[src/rtl/memory_bus_arbiter.sv]
// Two-requester (instruction fetch / data) arbiter onto a single memory bus.
// Alternates on ties, forces an idle cycle between grants, and times out stalled accesses.
module memory_bus_arbiter #(
  parameter int unsigned TIMEOUT_CYCLES = 15
) (
  input  logic        clock,
  input  logic        reset_n,
  input  logic        fetch_req,
  input  logic [31:0] fetch_address,
  output logic [31:0] fetch_read_data,
  output logic        fetch_ack,
  input  logic        data_req,
  input  logic        data_write,
  input  logic [31:0] data_address,
  input  logic [31:0] data_write_data,
  input  logic [3:0]  data_byte_enable,
  output logic [31:0] data_read_data,
  output logic        data_ack,
  output logic        bus_error,
  output logic [31:0] bus_address,
  output logic [31:0] bus_write_data,
  output logic [3:0]  bus_byte_enable,
  output logic        bus_read_enable,
  output logic        bus_write_enable,
  input  logic [31:0] bus_read_data,
  input  logic        bus_ready
);

  localparam int unsigned CNT_W = 8;
  localparam logic [CNT_W-1:0] LAST_WAIT = CNT_W'(TIMEOUT_CYCLES - 1);

  typedef enum logic [1:0] {
    IDLE  = 2'd0,
    FETCH = 2'd1,
    DATA  = 2'd2
  } state_t;

  state_t           state;
  state_t           state_next;
  logic             last_grant_data;
  logic [CNT_W-1:0] wait_count;
  logic             timeout_c;

  // Final permitted wait cycle with no ready from memory.
  assign timeout_c = (state != IDLE) && !bus_ready && (wait_count == LAST_WAIT);

  // State register
  always_ff @(posedge clock) begin
    if (!reset_n) begin
      state <= IDLE;
    end else begin
      state <= state_next;
    end
  end

  // Fairness bookkeeping and wait counter; counter sits at 0 while idle,
  // which is the value each new grant starts from.
  always_ff @(posedge clock) begin
    if (!reset_n) begin
      last_grant_data <= 1'b0;
      wait_count      <= '0;
    end else begin
      if (state == IDLE && state_next == FETCH) begin
        last_grant_data <= 1'b0;
      end else if (state == IDLE && state_next == DATA) begin
        last_grant_data <= 1'b1;
      end

      if (state == IDLE) begin
        wait_count <= '0;
      end else if (!bus_ready) begin
        wait_count <= wait_count + CNT_W'(1);
      end
    end
  end

  // Next-state logic
  always_comb begin
    state_next = state;
    unique case (state)
      IDLE: begin
        if (fetch_req && data_req) begin
          state_next = last_grant_data ? FETCH : DATA;
        end else if (fetch_req) begin
          state_next = FETCH;
        end else if (data_req) begin
          state_next = DATA;
        end
      end
      FETCH, DATA: begin
        if (bus_ready || timeout_c) begin
          state_next = IDLE;
        end
      end
      default: state_next = IDLE;
    endcase
  end

  // Bus and completion outputs, decoded from the current grant
  always_comb begin
    bus_address      = '0;
    bus_write_data   = '0;
    bus_byte_enable  = '0;
    bus_read_enable  = 1'b0;
    bus_write_enable = 1'b0;
    fetch_ack        = 1'b0;
    fetch_read_data  = '0;
    data_ack         = 1'b0;
    data_read_data   = '0;
    bus_error        = 1'b0;
    unique case (state)
      FETCH: begin
        bus_address     = fetch_address;
        bus_byte_enable = 4'b1111;
        bus_read_enable = 1'b1;
        if (bus_ready) begin
          fetch_ack       = 1'b1;
          fetch_read_data = bus_read_data;
        end else if (timeout_c) begin
          fetch_ack = 1'b1;
          bus_error = 1'b1;
        end
      end
      DATA: begin
        bus_address      = data_address;
        bus_write_data   = data_write_data;
        bus_byte_enable  = data_byte_enable;
        bus_write_enable = data_write;
        bus_read_enable  = !data_write;
        if (bus_ready) begin
          data_ack       = 1'b1;
          data_read_data = bus_read_data;
        end else if (timeout_c) begin
          data_ack  = 1'b1;
          bus_error = 1'b1;
        end
      end
      default: begin
      end
    endcase
  end

endmodule

[config.mk]
export PLATFORM = sky130hd
export DESIGN_NAME = memory_bus_arbiter
export DESIGN_NICKNAME = d
export VERILOG_FILES = /design/src/rtl/memory_bus_arbiter.sv
export SDC_FILE = /design/constraint.sdc
export NUM_CORES = 1
export LEC_CHECK = 0
export ABC_AREA = 1
export CAP_MARGIN = 40
export CORE_AREA = 2 2 106 108
export CTS_CLUSTER_SIZE = 12
export DETAILED_ROUTE_END_ITERATION = 7
export DIE_AREA = 0 0 108 110
export GPL_ROUTABILITY_DRIVEN = 0
export GPL_TIMING_DRIVEN = 0
export HOLD_SLACK_MARGIN = 0.1
export SLEW_MARGIN = 20
export SYNTH_ARGS = -nofsm -noshare
export SYNTH_HDL_FRONTEND = slang
export SYNTH_SLANG_ARGS = --single-unit
export TNS_END_PERCENT = 20
[constraint.sdc]
create_clock -name clock -period 2.9 [get_ports clock]
set_input_delay 0.58 -clock clock [delete_from_list [all_inputs] [get_ports clock]]
set_output_delay 0.58 -clock clock [all_outputs]
set_load 0.01 [all_outputs]
After elaboration in Yosys (flattened, before gate mapping)
Cells that the tools add are included.
{"block": "word_totals", "latchBits": 0, "output_inout_bits": 137, "inputBits": 138, "rom_bits": 0, "elab_cells": 43, "reg_bits": 11, "mem_bits_rw": 0, "mem_count": 0}
{"block": "classes", "n_eq_ne": 5, "shift": 0, "n_mux": 20, "reduce_logical": 13, "add_sub_neg": 1, "bitwise_logic": 1, "n_div": 0, "mul": 0, "magnitude_cmp": 0}
{"op": "32-bit 2-to-1 mux", "count": 4}
{"op": "32-bit case mux with 2 select lines", "count": 1}
{"op": "2-bit 2-to-1 mux", "count": 5}
{"op": "8-bit by 1-bit adder with 8-bit output (second input constant)", "count": 1}
{"op": "8-bit by 4-bit == test with 1-bit output (second input constant)", "count": 1}
{"op": "4-bit case mux with 2 select lines", "count": 1}
{"op": "1-bit 2-to-1 mux", "count": 7}
{"op": "2-bit OR reduction", "count": 3}
{"op": "1-bit logical AND", "count": 5}
{"op": "2-bit by 1-bit == test with 1-bit output (second input constant)", "count": 2}
{"op": "2-bit == test (second input constant)", "count": 2}
{"op": "2-bit case mux with 2 select lines", "count": 1}
{"op": "1-bit logical NOT", "count": 2}
{"op": "2-bit logical NOT", "count": 1}
{"op": "1-bit case mux with 2 select lines", "count": 1}
{"op": "2-bit nonzero test", "count": 1}
{"op": "1-bit logical OR", "count": 1}
{"op": "1-bit inverter", "count": 1}

Depth between registers and ports, before layout
{"block": "logic_depth", "ltp_word": 9, "ltp_mapped": 11, "mapped_depth_nobuf": 11}

Worst setup path after synthesis
Ideal clock, no wire load.
{"block": "synth_path", "kind": "reg2out", "startpoint": "register state[0]", "endpoint": "output bus_address[0]", "path_buffers": 2, "path_slack_ns": 0.948, "t_arrival_ns": 1.372, "required_ns": 2.320, "path_stages_with_launch": 7, "cell_sequence": "dfxtp_1 > inv_1 > ha_1 > inv_1 > buf_2 > buf_1 > a21oi_1"}
{"block": "synth_between", "elab_chain_cells": 2, "elab_cells_between_ends": 3, "cone_classes": "2 x eq/ne; 1 x mux"}
{"element": "from (decl)", "line": "38", "text": "state_t state;"}
{"element": "from (signal assigned)", "line": "52", "text": "state <= state_next;"}
{"element": "2-bit == test / 2-bit by 1-bit == test with 1-bit output (equally long branches)", "line": "111", "text": "unique case (state)"}
{"element": "32-bit case mux with 2 select lines (*)", "line": "111"}
{"element": "to (decl)", "line": "20", "text": "output logic [31:0] bus_address,"}
Every way passes the cells marked *; elsewhere a longest branch is shown, timed or not.

Final worst setup path
{"block": "layout_path", "startpoint": "register state[1]", "endpoint": "output bus_address[8]"}
The elaborated chain is that of the path after synthesis.

==> flow_metrics.py <==
metrics = {
    "status": {
        "status": "finished, final reports clean",
    },
    "sta": {
        "fin_hold_ws_ns": 0.4788,
        "drv_slew": 0,
        "rsz0062_at_grt": "yes",
        "fmax_mhz": 354.2,
        "fin_crit_sh_pct": 97.36,
        "maxSlewHeadroom_pct": 68.62,
        "setup_ws_ns": 0.07648,
        "period_needed_ns": 2.824,
        "hold_violations": 0,
        "tightest_slew_ns": 0.4707,
        "finClkSkew_ns": 0.002271,
        "finalSetupViolations": 0,
    },
    "global_routing": {
        "antenna_found_initial": 0,
        "overflow": 0,
        "grt_pass1_wl_microns": 16970,
        "grt_usage_pct": 17.91,
        "grt_pass1_vias": 3251,
        "grt_max_degree": 11,
    },
    "synthesis": {
        "synth_seq_cells": 11,
        "seq_area_frac_synth_pct": 11.54,
        "synthSimpleGateAreaFrac_pct": 48.59,
        "syn-instance-count": 398,
        "synth-xor-area-share_pct": 0,
        "synth_mux_area_share_pct": 0,
        "ys_types": 20,
        "synth_area_sq_um": 1908,
        "synthAdderAreaFrac_pct": 3.934,
        "synth_top_family_by_area": "simple AND/OR/NAND/NOR gates",
        "syn-num-nets": 542,
        "ys.warnings.count": 0,
        "synth.avg_cell_area_sq_um": 4.794,
        "synth_compound_area_share_pct": 13.11,
    },
    "clock_network": {
        "cts_buffers": 3,
        "path_clk_slew_ns": 0.05,
        "cts.sinks": 11,
        "clk_path_buf_depth": 2,
        "cts_root_buf": "clkbuf_8",
        "cts_tree": "built",
        "cts_resized": 10,
        "clkLatencyLatePin_ns": 0.24,
        "htreeDepth": 1,
        "ctsHoldBuffers": 0,
        "postCtsSetupBuffers": 0,
    },
    "layout": {
        "syn_to_final_growth_pct": 157.6,
        "final_cell_mix": "263 x clkdlybuf4s50_1, 122 x nand2_1, 81 x inv_1, 68 x nor3_1, 42 x a21oi_1",
        "antenna_cells": 0,
        "final_common_cell": "clkdlybuf4s50_1",
        "stdcell_area_sq_um": 4916,
        "drive_gt1_share_pct": 4.586,
        "nets": 821,
        "post-route-util_pct": 45.95,
    },
    "worst_setup_path": {
        "required_ns": 2.32,
        "crit_fanout": 10,
        "cpLargestDelayFamily": "buffers and inverters",
        "worstPathCellList": "inv_1, ha_1, buf_2, clkbuf_1, nand2_1, a21oi_1, clkdlybuf4s50_1",
        "path_buf_inv": 4,
        "slowest_delay_ns": 0.56,
        "timing_worst_setup_path_type": "reg -> out",
        "cp.arrival_ns": 2.24,
        "start_kind": "register",
        "crit_path_end_kind": "output port",
        "slowest_stage": "clkdlybuf4s50_1",
    },
    "drt": {
        "wirelength_microns": 11430,
        "drt_iter0_markers": 159,
        "wl_per_cell_microns": 14.01,
        "vias_per_cell": 4.240,
        "drtPass1Iterations": 6,
        "num_vias": 3460,
        "ant_nets": 0,
        "drc_errors": 0,
    },
    "power_and_ir_drop": {
        "peakVddDrop_mv": 0.1282,
        "p_per_area_nw_per_um2": 215.7,
        "p_leak_nw": 2.179,
        "p_sw_mw": 0.4096,
        "swShare_pct": 38.63,
        "p_seq_share_pct": 15.5,
        "intPower_mw": 0.6507,
        "combPwrFrac_pct": 69.8,
        "p_clk_share_pct": 14.7,
    },
    "worst_hold_path": {
        "hold_class": "reg -> reg",
    },
    "floorplanning": {
        "fp.coreArea_sq_um": 10700,
        "initial_core_util_pct": 17.84,
        "die-area_sq_um": 11880,
        "die_height_microns": 110,
        "io_pins": 275,
        "die_x_microns": 108,
        "num_rows": 38,
    },
    "placed_design": {
        "place_worst_setup_slack_ns": -0.2266,
        "placed_cell_area_sq_um": 4826,
        "hpwl_microns": 9812,
        "io_buffers": 274,
    },
    "flow_run": {
        "drv_cap": 0,
    },
}
==> worst min-delay path, delay by kind of cell (launching register included) <==
family | cells | cell delay [ns]
flip-flops | 1 | 0.32
AND/OR/NAND/NOR | 2 | 0.12
==> per-stage QoR <==
stage / total power [mW] / setup TNS (ns) / instances
2_1_floorplan: 0.4567 / 0 / 398
3_3_place_gp: 0.8974 / -5.079 / 812
3_5_place_dp: 0.9046 / -5.840 / 812
4_1_cts: 1.066 / 0 / 816
5_1_grt: 1.141 / -0.4814 / 816
6_report: 1.060 / 0 / 816
==> path summary, 6_finish.rpt <==
kind | from | endpoint | slack [ns] | depth (start not counted)
min reg2reg | last_grant_data | last_grant_data | 0.48 | 2
max reg2reg | state[0] | last_grant_data | 1.30 | 10
max | state[1] | bus_address[8] | 0.08 | 7
min | last_grant_data | last_grant_data | 0.48 | 2
==> layer usage <==
layer  part of all wire [%]  GRT usage, %  up-vias  routed length [microns]
met1                     38         20.52     1505                     4376
met2                     51         33.87      157                     5857
met5                      0             0        -                        0
met4                    1.7         4.029        0                      193
li1                       -             -     1783                        -
met3                    8.8         3.939       15                     1001
==> final cells by class <==
cell class	count	area (sq um)
Buffer	29	138.9
Inverter	84	316.6
Tap cell	140	175.2
Fill cell	1109	5782
Clock buffer	4	45.04
Sequential cell	11	220.2
Multi-Input combinational cell	274	1267
Timing Repair Buffer	274	2753
==> cell usage after synthesis (all sizes together) <==
cell type / instances / area share (%)
nand3: 6 / 1.8
nor4: 1 / 0.33
o21bai: 1 / 0.39
nand2: 122 / 24
o211ai: 1 / 0.39
inv: 83 / 16
nand4: 1 / 0.33
nor3: 68 / 18
nor2: 21 / 4.3
ha: 6 / 3.9
o21ai: 5 / 1.3
dfxtp: 11 / 12
clkinv: 1 / 0.20
buf: 14 / 3.3
clkbuf: 15 / 3.0
a21oi: 42 / 11
==> sequential cells by signal (all words and copies together), names as in the netlist <==
name / flops
wait_count: 8
state: 2
last_grant_data: 1
==> power groups by stage <==
| stage | logic [mW] | registers, mW | clock network [mW] |
|---|---|---|---|
| 2_1_floorplan | 0.291 | 0.166 | 0 |
| 3_3_place_gp | 0.730 | 0.167 | 0 |
| 3_5_place_dp | 0.737 | 0.167 | 0 |
| 4_1_cts | 0.742 | 0.164 | 0.160 |
| 5_1_grt | 0.808 | 0.166 | 0.167 |
| 6_report | 0.740 | 0.164 | 0.156 |
==> logic make-up after synthesis <==
logic type / after synthesis
flops: 11
buf+inv: 113
fa+ha+maj: 6
compound gates: 49
simple gates: 219
No activity file was read; power rests on OpenSTA's default activity.
